**config.mk**
```make
export PLATFORM = sky130hd
export DESIGN_NAME = decoder_n_scan_flat
export DESIGN_NICKNAME = d
export VERILOG_FILES = /design/src/rtl/decoder_n_scan_if.sv /design/src/rtl/decoder_n_scan.sv /design/src/flat_wrapper.sv
export SDC_FILE = /design/constraint.sdc
export NUM_CORES = 1
export LEC_CHECK = 0
export CELL_PAD_IN_SITES_DETAIL_PLACEMENT = 0
export CELL_PAD_IN_SITES_GLOBAL_PLACEMENT = 1
export CORE_MARGIN = 2
export CORE_UTILIZATION = 50
export CTS_BUF_LIST = sky130_fd_sc_hd__clkbuf_16
export DETAILED_ROUTE_END_ITERATION = 6
export DONT_BUFFER_PORTS = 1
export PLACE_DENSITY = 0.81
export SYNTH_ARGS = -nofsm -noshare
export SYNTH_HDL_FRONTEND = slang
export SYNTH_SLANG_ARGS = --single-unit
```
**constraint.sdc**
```tcl
create_clock -name clk -period 3.3 [get_ports clk]
set_clock_uncertainty 0.15 [all_clocks]
set_input_delay 0.495 -clock clk [delete_from_list [all_inputs] [get_ports clk]]
set_output_delay 0.495 -clock clk [all_outputs]
set_load 0.01 [all_outputs]
```
**src/rtl/decoder_n_scan_if.sv**
```systemverilog
// decoder_n_scan_if: control and status bundle for decoder_n_scan.
// The master side drives enable/mode/load/select/divisor and the slave side
// returns the registered one-hot select and its status flags.
// Defining DECODER_N_SCAN_ERR_EN adds the sticky error pair err_clr/err.
interface decoder_n_scan_if #(
    parameter int SEL_W   = 3,
    parameter int NUM_OUT = 8,
    parameter int DIV_W   = 8
) ();
    logic               en;
    logic               mode;
    logic               load;
    logic [SEL_W-1:0]   sel;
    logic [DIV_W-1:0]   div;
    logic [NUM_OUT-1:0] out;
    logic [SEL_W-1:0]   idx;
    logic               valid;
    logic               wrap;
`ifdef DECODER_N_SCAN_ERR_EN
    logic               err_clr;
    logic               err;

    modport master (
        output en, mode, load, sel, div, err_clr,
        input  out, idx, valid, wrap, err
    );

    modport slave (
        input  en, mode, load, sel, div, err_clr,
        output out, idx, valid, wrap, err
    );
`else
    modport master (
        output en, mode, load, sel, div,
        input  out, idx, valid, wrap
    );

    modport slave (
        input  en, mode, load, sel, div,
        output out, idx, valid, wrap
    );
`endif
endinterface

```
**src/rtl/decoder_n_scan.sv**
```systemverilog
// decoder_n_scan: registered one-hot line driver with two modes.
//   mode=0: direct decode of a loaded select.
//   mode=1: auto-scan, a prescaled ring stepping idx through 0..NUM_OUT-1.
// Per-cycle priority: en=0 > load > scan step > hold.
// Status semantics: valid is high exactly when out holds a legal one-hot
// value; it is a level flag, not a handshake, and there is no back-pressure.
// wrap is a one-cycle pulse registered on the scan step NUM_OUT-1 -> 0.
// The first enabled edge after re-enable or a mode change only restores
// out=1<<idx and clears the prescaler; stepping starts on the next edge.
// Optional feature macro: DECODER_N_SCAN_ERR_EN (sticky out-of-range error).
module decoder_n_scan #(
    parameter int SEL_W   = 3,
    parameter int NUM_OUT = 8,
    parameter int DIV_W   = 8
) (
    input  logic            clk,
    input  logic            rst_n,
    decoder_n_scan_if.slave bus
);
    localparam logic [SEL_W-1:0]   LAST_IDX = SEL_W'(NUM_OUT - 1);
    localparam logic [SEL_W:0]     LINES    = (SEL_W + 1)'(NUM_OUT);
    localparam logic [NUM_OUT-1:0] ONE      = NUM_OUT'(1);

    logic [NUM_OUT-1:0] out_q, out_d;
    logic [SEL_W-1:0]   idx_q, idx_d;
    logic               valid_q, valid_d;
    logic               wrap_q, wrap_d;
    logic [DIV_W-1:0]   pre_q, pre_d;
    logic               blank_q, blank_d;
    logic               mode_q;
    logic               sel_ok;
    logic               restart;

    // Select range check and "first edge after blank or mode change" flag.
    always_comb begin
        sel_ok  = ({1'b0, bus.sel} < LINES);
        restart = blank_q || (bus.mode != mode_q);
    end

    // Next-state selection following en=0 > load > step > hold.
    always_comb begin
        out_d   = out_q;
        idx_d   = idx_q;
        valid_d = valid_q;
        wrap_d  = 1'b0;
        pre_d   = pre_q;
        blank_d = blank_q;
        if (!bus.en) begin
            out_d   = '0;
            valid_d = 1'b0;
            pre_d   = '0;
            blank_d = 1'b1;
        end else if (!bus.mode) begin
            blank_d = 1'b0;
            pre_d   = '0;
            if (bus.load) begin
                if (sel_ok) begin
                    idx_d   = bus.sel;
                    out_d   = ONE << bus.sel;
                    valid_d = 1'b1;
                end else begin
                    out_d   = '0;
                    valid_d = 1'b0;
                end
            end else if (blank_q) begin
                out_d   = ONE << idx_q;
                valid_d = 1'b1;
            end
        end else begin
            blank_d = 1'b0;
            valid_d = 1'b1;
            if (bus.load && sel_ok) begin
                idx_d = bus.sel;
                pre_d = '0;
            end else if (restart) begin
                pre_d = '0;
            end else if (pre_q == bus.div) begin
                pre_d  = '0;
                idx_d  = (idx_q == LAST_IDX) ? '0 : idx_q + SEL_W'(1);
                wrap_d = (idx_q == LAST_IDX);
            end else begin
                pre_d = pre_q + DIV_W'(1);
            end
            out_d = ONE << idx_d;
        end
    end

    // State registers with asynchronous active-low reset.
    always_ff @(posedge clk or negedge rst_n) begin
        if (!rst_n) begin
            out_q   <= '0;
            idx_q   <= '0;
            valid_q <= 1'b0;
            wrap_q  <= 1'b0;
            pre_q   <= '0;
            blank_q <= 1'b0;
            mode_q  <= 1'b0;
        end else begin
            out_q   <= out_d;
            idx_q   <= idx_d;
            valid_q <= valid_d;
            wrap_q  <= wrap_d;
            pre_q   <= pre_d;
            blank_q <= blank_d;
            mode_q  <= bus.mode;
        end
    end

    assign bus.out   = out_q;
    assign bus.idx   = idx_q;
    assign bus.valid = valid_q;
    assign bus.wrap  = wrap_q;

`ifdef DECODER_N_SCAN_ERR_EN
    logic err_q, err_d;

    // Sticky error: set by an enabled out-of-range load, clear has priority.
    always_comb begin
        err_d = err_q;
        if (bus.en && bus.load && !sel_ok) begin
            err_d = 1'b1;
        end
        if (bus.err_clr) begin
            err_d = 1'b0;
        end
    end

    // Error flag register.
    always_ff @(posedge clk or negedge rst_n) begin
        if (!rst_n) begin
            err_q <= 1'b0;
        end else begin
            err_q <= err_d;
        end
    end

    assign bus.err = err_q;
`endif
endmodule

```
**src/flat_wrapper.sv**
```systemverilog
// flat-port wrapper written by rule: the top's interface ports become plain ports
module decoder_n_scan_flat 
#(
    parameter int SEL_W   = 3,
    parameter int NUM_OUT = 8,
    parameter int DIV_W   = 8
)
  (clk, rst_n, bus_en, bus_mode, bus_load, bus_sel, bus_div, bus_out, bus_idx, bus_valid, bus_wrap);
  decoder_n_scan_if #(.SEL_W(SEL_W), .NUM_OUT(NUM_OUT), .DIV_W(DIV_W)) bus_i ();
  input  logic clk;
  input  logic rst_n;
  input wire logic [$bits(bus_i.en)-1:0] bus_en;
  input wire logic [$bits(bus_i.mode)-1:0] bus_mode;
  input wire logic [$bits(bus_i.load)-1:0] bus_load;
  input wire logic [$bits(bus_i.sel)-1:0] bus_sel;
  input wire logic [$bits(bus_i.div)-1:0] bus_div;
  output wire logic [$bits(bus_i.out)-1:0] bus_out;
  output wire logic [$bits(bus_i.idx)-1:0] bus_idx;
  output wire logic [$bits(bus_i.valid)-1:0] bus_valid;
  output wire logic [$bits(bus_i.wrap)-1:0] bus_wrap;
  assign bus_i.en = bus_en;
  assign bus_i.mode = bus_mode;
  assign bus_i.load = bus_load;
  assign bus_i.sel = bus_sel;
  assign bus_i.div = bus_div;
  assign bus_out = bus_i.out;
  assign bus_idx = bus_i.idx;
  assign bus_valid = bus_i.valid;
  assign bus_wrap = bus_i.wrap;
  decoder_n_scan #(.SEL_W(SEL_W), .NUM_OUT(NUM_OUT), .DIV_W(DIV_W)) u_core (.clk(clk), .rst_n(rst_n), .bus(bus_i));
endmodule
```
==> results of run 1 <==
-- path summary, 6_finish.rpt --
path	startpoint	end	slack (ns)	depth (start not counted)
min reg2reg	u_core.pre_q[0]	u_core.pre_q[0]	0.38	1
max	u_core.bus.idx[0]	u_core.bus.out[3]	1.17	5
max in group asynchronous	rst_n	u_core.blank_q	1.67	1
min	bus_mode	u_core.mode_q	0.11	0
min in group asynchronous	rst_n	u_core.bus.out[2]	0.71	1
max reg2reg	u_core.bus.idx[0]	u_core.bus.out[3]	1.17	5
-- placed cells by master, fill, tap and decap left out, types with 2 or more instances in the layout --
cell	instances
a31oi_1	3
a41o_1	2
and3_1	2
and4_1	4
clkbuf_16	3
dfrtp_1	23
ha_1	3
inv_1	5
nand2_1	16
nand2b_1	4
nand3_1	4
nand4_1	2
nor2_1	13
o21ai_0	4
o22ai_1	2
o31ai_1	8
o31ai_2	3
xnor2_1	11
xor2_1	4
-- metal layers --
layer | GRT usage | share of wire | vias up
met1 | 0.2335 | 0.45 | 524
li1 | - | - | 501
met3 | 0.03747 | 0.052 | 4
met4 | 0.08362 | 0.016 | 0
met2 | 0.3146 | 0.48 | 28
met5 | 0 | 0 | -
-- cell type report --
cell class              count  area (um^2)  area share
clock inverters             1        7.507    0.005231
inverters                   5        18.77     0.01308
flip-flops and latches     23        575.6      0.4010
well taps                  30        37.54     0.02616
clock buffers               3        75.07     0.05231
multi-input cells         104        703.2      0.4900
repair buffers              2        17.52     0.01221
-- registers in the layout, indices dropped and copies added, names as in the netlist --
register and cells:
u_core.blank_q 1, u_core.pre_q 8, u_core.mode_q 1, u_core.bus.idx 3, u_core.bus.out 8, u_core.bus.wrap 1
u_core.bus.valid 1
-- what timing repair did --
item,CTS,global route
hold buffers,1,0
setup buffers,0,0
endpoints found under the hold margin,23,0
-- power breakdown --
group	switching [mW]	internal [mW]	leakage, nW
Clock	0.106	0.164	0.0371
Sequential	0.0213	0.295	0.303
Combinational	0.0486	0.0346	0.243
Total	0.176	0.494	0.583
-- per-stage QoR --
step | worst slack [ns] | hold slack (ns) | std cells
3_3_place_gp | 1.206 | 0.04987 | 163
4_1_cts | 1.161 | 0.1114 | 168
2_1_floorplan | 1.329 | 0.04941 | 139
3_5_place_dp | 1.174 | 0.04987 | 163
5_1_grt | 1.015 | 0.1087 | 168
6_report | 1.169 | 0.1126 | 168
-- cells by family after synthesis --
logic type      count (synthesis)  share of synthesized area
xor+xnor                       15                    0.09887
flops                          23                     0.4331
fa+ha+maj                       3                    0.02825
simple gates                   53                     0.2053
buf+inv                        12                    0.04237
compound gates                 33                     0.1921
-- critical path, stage by stage, from the launching register on --
cell and delay [ns]:
dfrtp_1 0.47, ha_1 0.24, ha_1 0.30, or3_1 0.38, o211a_2 0.29, o31ai_1 0.20
==> flow_summary.yaml, run 1 <==
run_status:
  status: "finished clean"
yosys:
  synthTopCellsByCount: "23 x dfrtp_1, 16 x nand2_1, 13 x nor2_1"
  yosysTopAreaCell: "dfrtp_1"
  avgSynthCellArea_um2: 9.560
  synth_top_area_share: 0.4331
  yosysUniqueCellTypes: 40
  syn_nets: 158
  synth_area_um2: 1329
  synth_edf_count: 0
  seq_area_frac_synth: 0.4331
  synth_area_leaders: "dfrtp_1 43%, xnor2_1 7.3%, nand2_1 4.5%"
  ys_ff_latch: 23
  yosys_warnings: 0
  async_reset_ff_frac: 1.000
  yosysMostFrequentCell: "dfrtp_1"
  synth_flop_cell: "dfrtp_1"
  syn_inst: 139
worst_setup_path:
  endpoint_kind: "flop"
  crit_path_max_fanout: 5
  start_kind: "flop"
  path_class: "flop to flop"
  critical_path_required_ns: 3.31
  cp.arrival_ns: 2.15
die:
  ios: 29
  fp.coreArea_um2: 2500
  die_area_um2: 3086
  start_util: 0.5315
  die_h_um: 55.55
  die_w_um: 55.55
  rows: 18
routing:
  wl_um: 2747
  dr_total_vias: 1057
  first_pass_iters: 4
  ant_nets: 0
  drt_iter0_markers: 23
  wl_per_cell_um: 16.35
  drc: 0
  routed_via_density: 6.292
sta:
  worstMarginPinSlew_ns: 1.018
  period_share: 0.6457
  setup_viol: 0
  period_minus_slack_ns: 2.131
  finalSetupTns_ns: 0
  rsz0062_at_grt: "false"
  clock.fmax_mhz: 469.3
  slew_headroom: 0.3188
  finalMaxSlewViolations: 0
  hold_violations: 0
grt:
  grtUsageTotal: 0.1881
  overflow: 0
  grt_pass1_wl_um: 4657
  grt_pass1_vias: 1049
  antenna_found_initial: 0
  grt_max_degree: 24
final_layout:
  diodes: 0
  fill_cells: 223
  utilization: 0.5741
  drive_above_1_share: 0.07971
  stdcell_area_um2: 1435
  syn2layout_area_growth_pct: 8.004
  fin_nets: 158
min_path:
  hp-class: "primary input to flop"
power:
  pwr_density_cell_nw_per_um2: 466.9
  cellLeakagePower_nw: 0.5834
  ir_drop_mv: 0.3391
  total_power_mw: 0.6700
cts:
  cts_tree: "done"
  cts_sinks: 23
  cts_buffer_depth: 2
  cts_htree_levels: 1
  cts_buffers: 3
  clk_latency_ns: 0.26
  clk_pin_slew_worst_paths_ns: 0.06
  cts.repair.resized: 0
  root_buffer: "clkbuf_16"
placed_design:
  gp_congestion: 0.8362
  place_area_um2: 1343
  hpwl_um: 2095
  portBuffers: 0
job:
  drv_cap: 0
No activity file was read; power rests on OpenSTA's default activity.
==> inputs of run 2 (changes only) <==
--- a/config.mk
+++ b/config.mk
@@ -5,14 +5,15 @@
 export SDC_FILE = /design/constraint.sdc
 export NUM_CORES = 1
 export LEC_CHECK = 0
+export ABC_AREA = 1
 export CELL_PAD_IN_SITES_DETAIL_PLACEMENT = 0
 export CELL_PAD_IN_SITES_GLOBAL_PLACEMENT = 1
 export CORE_MARGIN = 2
-export CORE_UTILIZATION = 50
+export CORE_UTILIZATION = 40
 export CTS_BUF_LIST = sky130_fd_sc_hd__clkbuf_16
 export DETAILED_ROUTE_END_ITERATION = 6
 export DONT_BUFFER_PORTS = 1
-export PLACE_DENSITY = 0.81
+export PLACE_DENSITY = 0.73
 export SYNTH_ARGS = -nofsm -noshare
 export SYNTH_HDL_FRONTEND = slang
 export SYNTH_SLANG_ARGS = --single-unit
==> constraint.sdc (replaced) <==
create_clock -name clk -period 1.7 [get_ports clk]
set_clock_uncertainty 0.15 [all_clocks]
set_input_delay 0.255 -clock clk [delete_from_list [all_inputs] [get_ports clk]]
set_output_delay 0.255 -clock clk [all_outputs]
set_load 0.01 [all_outputs]
==> flow_summary.yaml, run 2 <==
run_status:
  status: "finished with violations"
  violations: "setup timing"
worst_setup_path:
  start_kind: "flop"
  path_class: "flop to flop"
  reg2reg_setup_slack_ns: -0.06
  r2r-end: "u_core.bus.out[2]"
  critical_path_required_ns: 1.75
  endpoint: "u_core.bus.out[2]"
  cp.arrival_ns: 1.81
  reg2reg_depth: 14
  reg2reg_from: "u_core.pre_q[3]"
  crit_path_max_fanout: 5
  cp-startpoint: "u_core.pre_q[3]"
  endpoint_kind: "flop"
grt:
  grtUsageTotal: 0.1712
  grt_max_degree: 24
  grt_pass1_wl_um: 5540
  overflow: 0
  grt_pass1_vias: 1272
  antenna_found_initial: 0
yosys:
  ys_ff_latch: 23
  synth_area_um2: 1458
  yosysTopAreaCell: "dfrtp_1"
  yosys_warnings: 0
  synth_edf_count: 0
  syn_inst: 201
  yosysMostFrequentCell: "nand2_1"
  seq_area_frac_synth: 0.3948
  avgSynthCellArea_um2: 7.252
  synth_top_area_share: 0.3948
  yosysUniqueCellTypes: 31
  synth_area_leaders: "dfrtp_1 39%, nand2_1 18%, inv_1 5.7%"
  async_reset_ff_frac: 1.000
  synth_flop_cell: "dfrtp_1"
  synthTopCellsByCount: "69 x nand2_1, 23 x dfrtp_1, 22 x inv_1, 22 x nor2_1, 12 x inv_2"
  syn_nets: 220
sta:
  period_minus_slack_ns: 1.764
  setup_ws_ns: -0.06373
  finalMaxSlewViolations: 0
  setup_viol: 8
  hold_violations: 0
  rsz0062_at_grt: "true"
  clock.fmax_mhz: 567.0
  slew_headroom: 0.2807
  period_share: 1.037
  worstMarginPinSlew_ns: 1.079
cts:
  cts_sinks: 23
  cts_buffer_depth: 2
  cts_htree_levels: 1
  clk_latency_ns: 0.25
  cts_buffers: 3
  root_buffer: "clkbuf_16"
  clk_pin_slew_worst_paths_ns: 0.06
  cts_tree: "done"
die:
  ios: 29
  rows: 21
  fp.coreArea_um2: 3416
  die_w_um: 64.37
  die_area_um2: 4143
  die_h_um: 64.37
  start_util: 0.4267
power:
  intPower_mw: 0.9968
  total_power_mw: 1.382
  p_comb_frac: 0.200
  cellLeakagePower_nw: 0.9501
  switching_power_mw: 0.3856
  ir_drop_mv: 0.7016
  p_seq_frac: 0.430
  pwr_density_cell_nw_per_um2: 711.4
  clock_power_share: 0.370
  swShare: 0.2789
routing:
  ant_nets: 0
  wl_um: 3361
  wl_per_cell_um: 12.36
  drt_iter0_markers: 54
  drc: 0
  first_pass_iters: 4
  routed_via_density: 4.768
  dr_total_vias: 1297
placed_design:
  hpwl_um: 2366
  post-place-ws_ns: -0.08547
  gp_congestion: 0.8048
  portBuffers: 0
final_layout:
  utilization: 0.5689
  final_common_cell: "nand2_1"
  syn2layout_area_growth_pct: 33.30
  drive_above_1_share: 0.4381
  final_cell_mix: "53 x nand2_1, 22 x dfrtp_1, 20 x nand2_2"
  diodes: 0
  fin_nets: 246
  fill_cells: 332
min_path:
  hp-class: "primary input to flop"
job:
  drv_cap: 0
run 2: cell types whose count changed after synthesis, moves of 8 or more:
| cell | change |
|---|---|
| inv_1 | +17 |
| inv_2 | +12 |
| nand2_1 | +53 |
| nor2_1 | +9 |
| o31ai_1 | -8 |
| xnor2_1 | -10 |
run 2: per-stage QoR:
step                      instance area (um^2)  std cells  TNS [ns]  hold WS, ns
after floorplan                           1458        201         0      -0.1906
after global placement                    1553        252   -0.1420      -0.1898
after detailed placement                  1553        252   -0.2011      -0.1897
after CTS                                 1718        266   -0.1127      0.01006
after global routing                      1943        272    -1.737      0.01883
final                                     1943        272   -0.3033      0.01547
run 2: per-layer routing:
metal | vias to the layer above | global-route usage | routed length (um)
li1 | 658 | - | -
met3 | 2 | 0.04754 | 162
met1 | 617 | 0.2193 | 1568
met4 | 0 | 0.02394 | 12
met5 | - | 0 | 0
met2 | 20 | 0.2943 | 1618
run 2: worst min-delay path by stage:
stage                           from                 to  slack, ns  depth (start not counted)
after CTS                 bus_sel[2]  u_core.bus.idx[2]       0.01                          2
after floorplan                rst_n     u_core.blank_q      -0.19                          0
after global routing      bus_sel[1]  u_core.bus.idx[1]       0.02                          2
final                     bus_sel[1]  u_core.bus.idx[1]       0.02                          2
after global placement         rst_n    u_core.bus.wrap      -0.19                          0
after detailed placement       rst_n    u_core.bus.wrap      -0.19                          0
run 2: timing repair:
action                     4_1_cts  5_1_grt
resized for setup                2       48
setup buffers                    7        6
hold buffers                     3        0
pin swaps                        6       23
setup endpoints to repair        9       19
hold endpoints to repair        25        0
run 2: critical path: stages, from the launching register on:
cell and delay (ns):
dfrtp_1 0.40, inv_2 0.06, nand2_2 0.05, nand2_2 0.06, inv_2 0.05, nand2_2 0.05, nor2_2 0.11, nand3_2 0.14
nor2_2 0.17, nor2_2 0.05, nand2_2 0.09, nand2_4 0.08, nor2_4 0.14, nand2_2 0.06, nand2_1 0.05
run 2: power by group through the flow:
stage | sequential, mW | clock, mW | combinational, mW
finish | 0.595 | 0.511 | 0.276
global route | 0.598 | 0.544 | 0.307
CTS | 0.595 | 0.521 | 0.223
detailed placement | 0.605 | 0 | 0.199
global placement | 0.605 | 0 | 0.200
floorplan | 0.613 | 0 | 0.140
run 2: layout make-up:
type / count / area [um^2] / area share
Clock buffer: 3 / 75.07 / 0.03863
Clock inverter: 1 / 5.005 / 0.002576
Inverter: 34 / 130.1 / 0.06697
Multi-Input combinational cell: 142 / 908.4 / 0.4675
Sequential cell: 23 / 576.8 / 0.2968
Tap cell: 46 / 57.56 / 0.02962
Timing Repair Buffer: 23 / 190.2 / 0.09788
run 2: cells by family (layout without fill, tap and decap cells):
| group | after synthesis | in the layout | synth area share |
|---|---|---|---|
| adders and majority gates | 3 | 3 | 0.02575 |
| AOI/OAI and AO/OA | 12 | 12 | 0.05836 |
| xor gates and xnor gates | 3 | 3 | 0.01803 |
| DFF | 23 | 23 | 0.3948 |
| buffers and inverters | 36 | 61 | 0.09785 |
| and+or+nand+nor | 124 | 124 | 0.4052 |
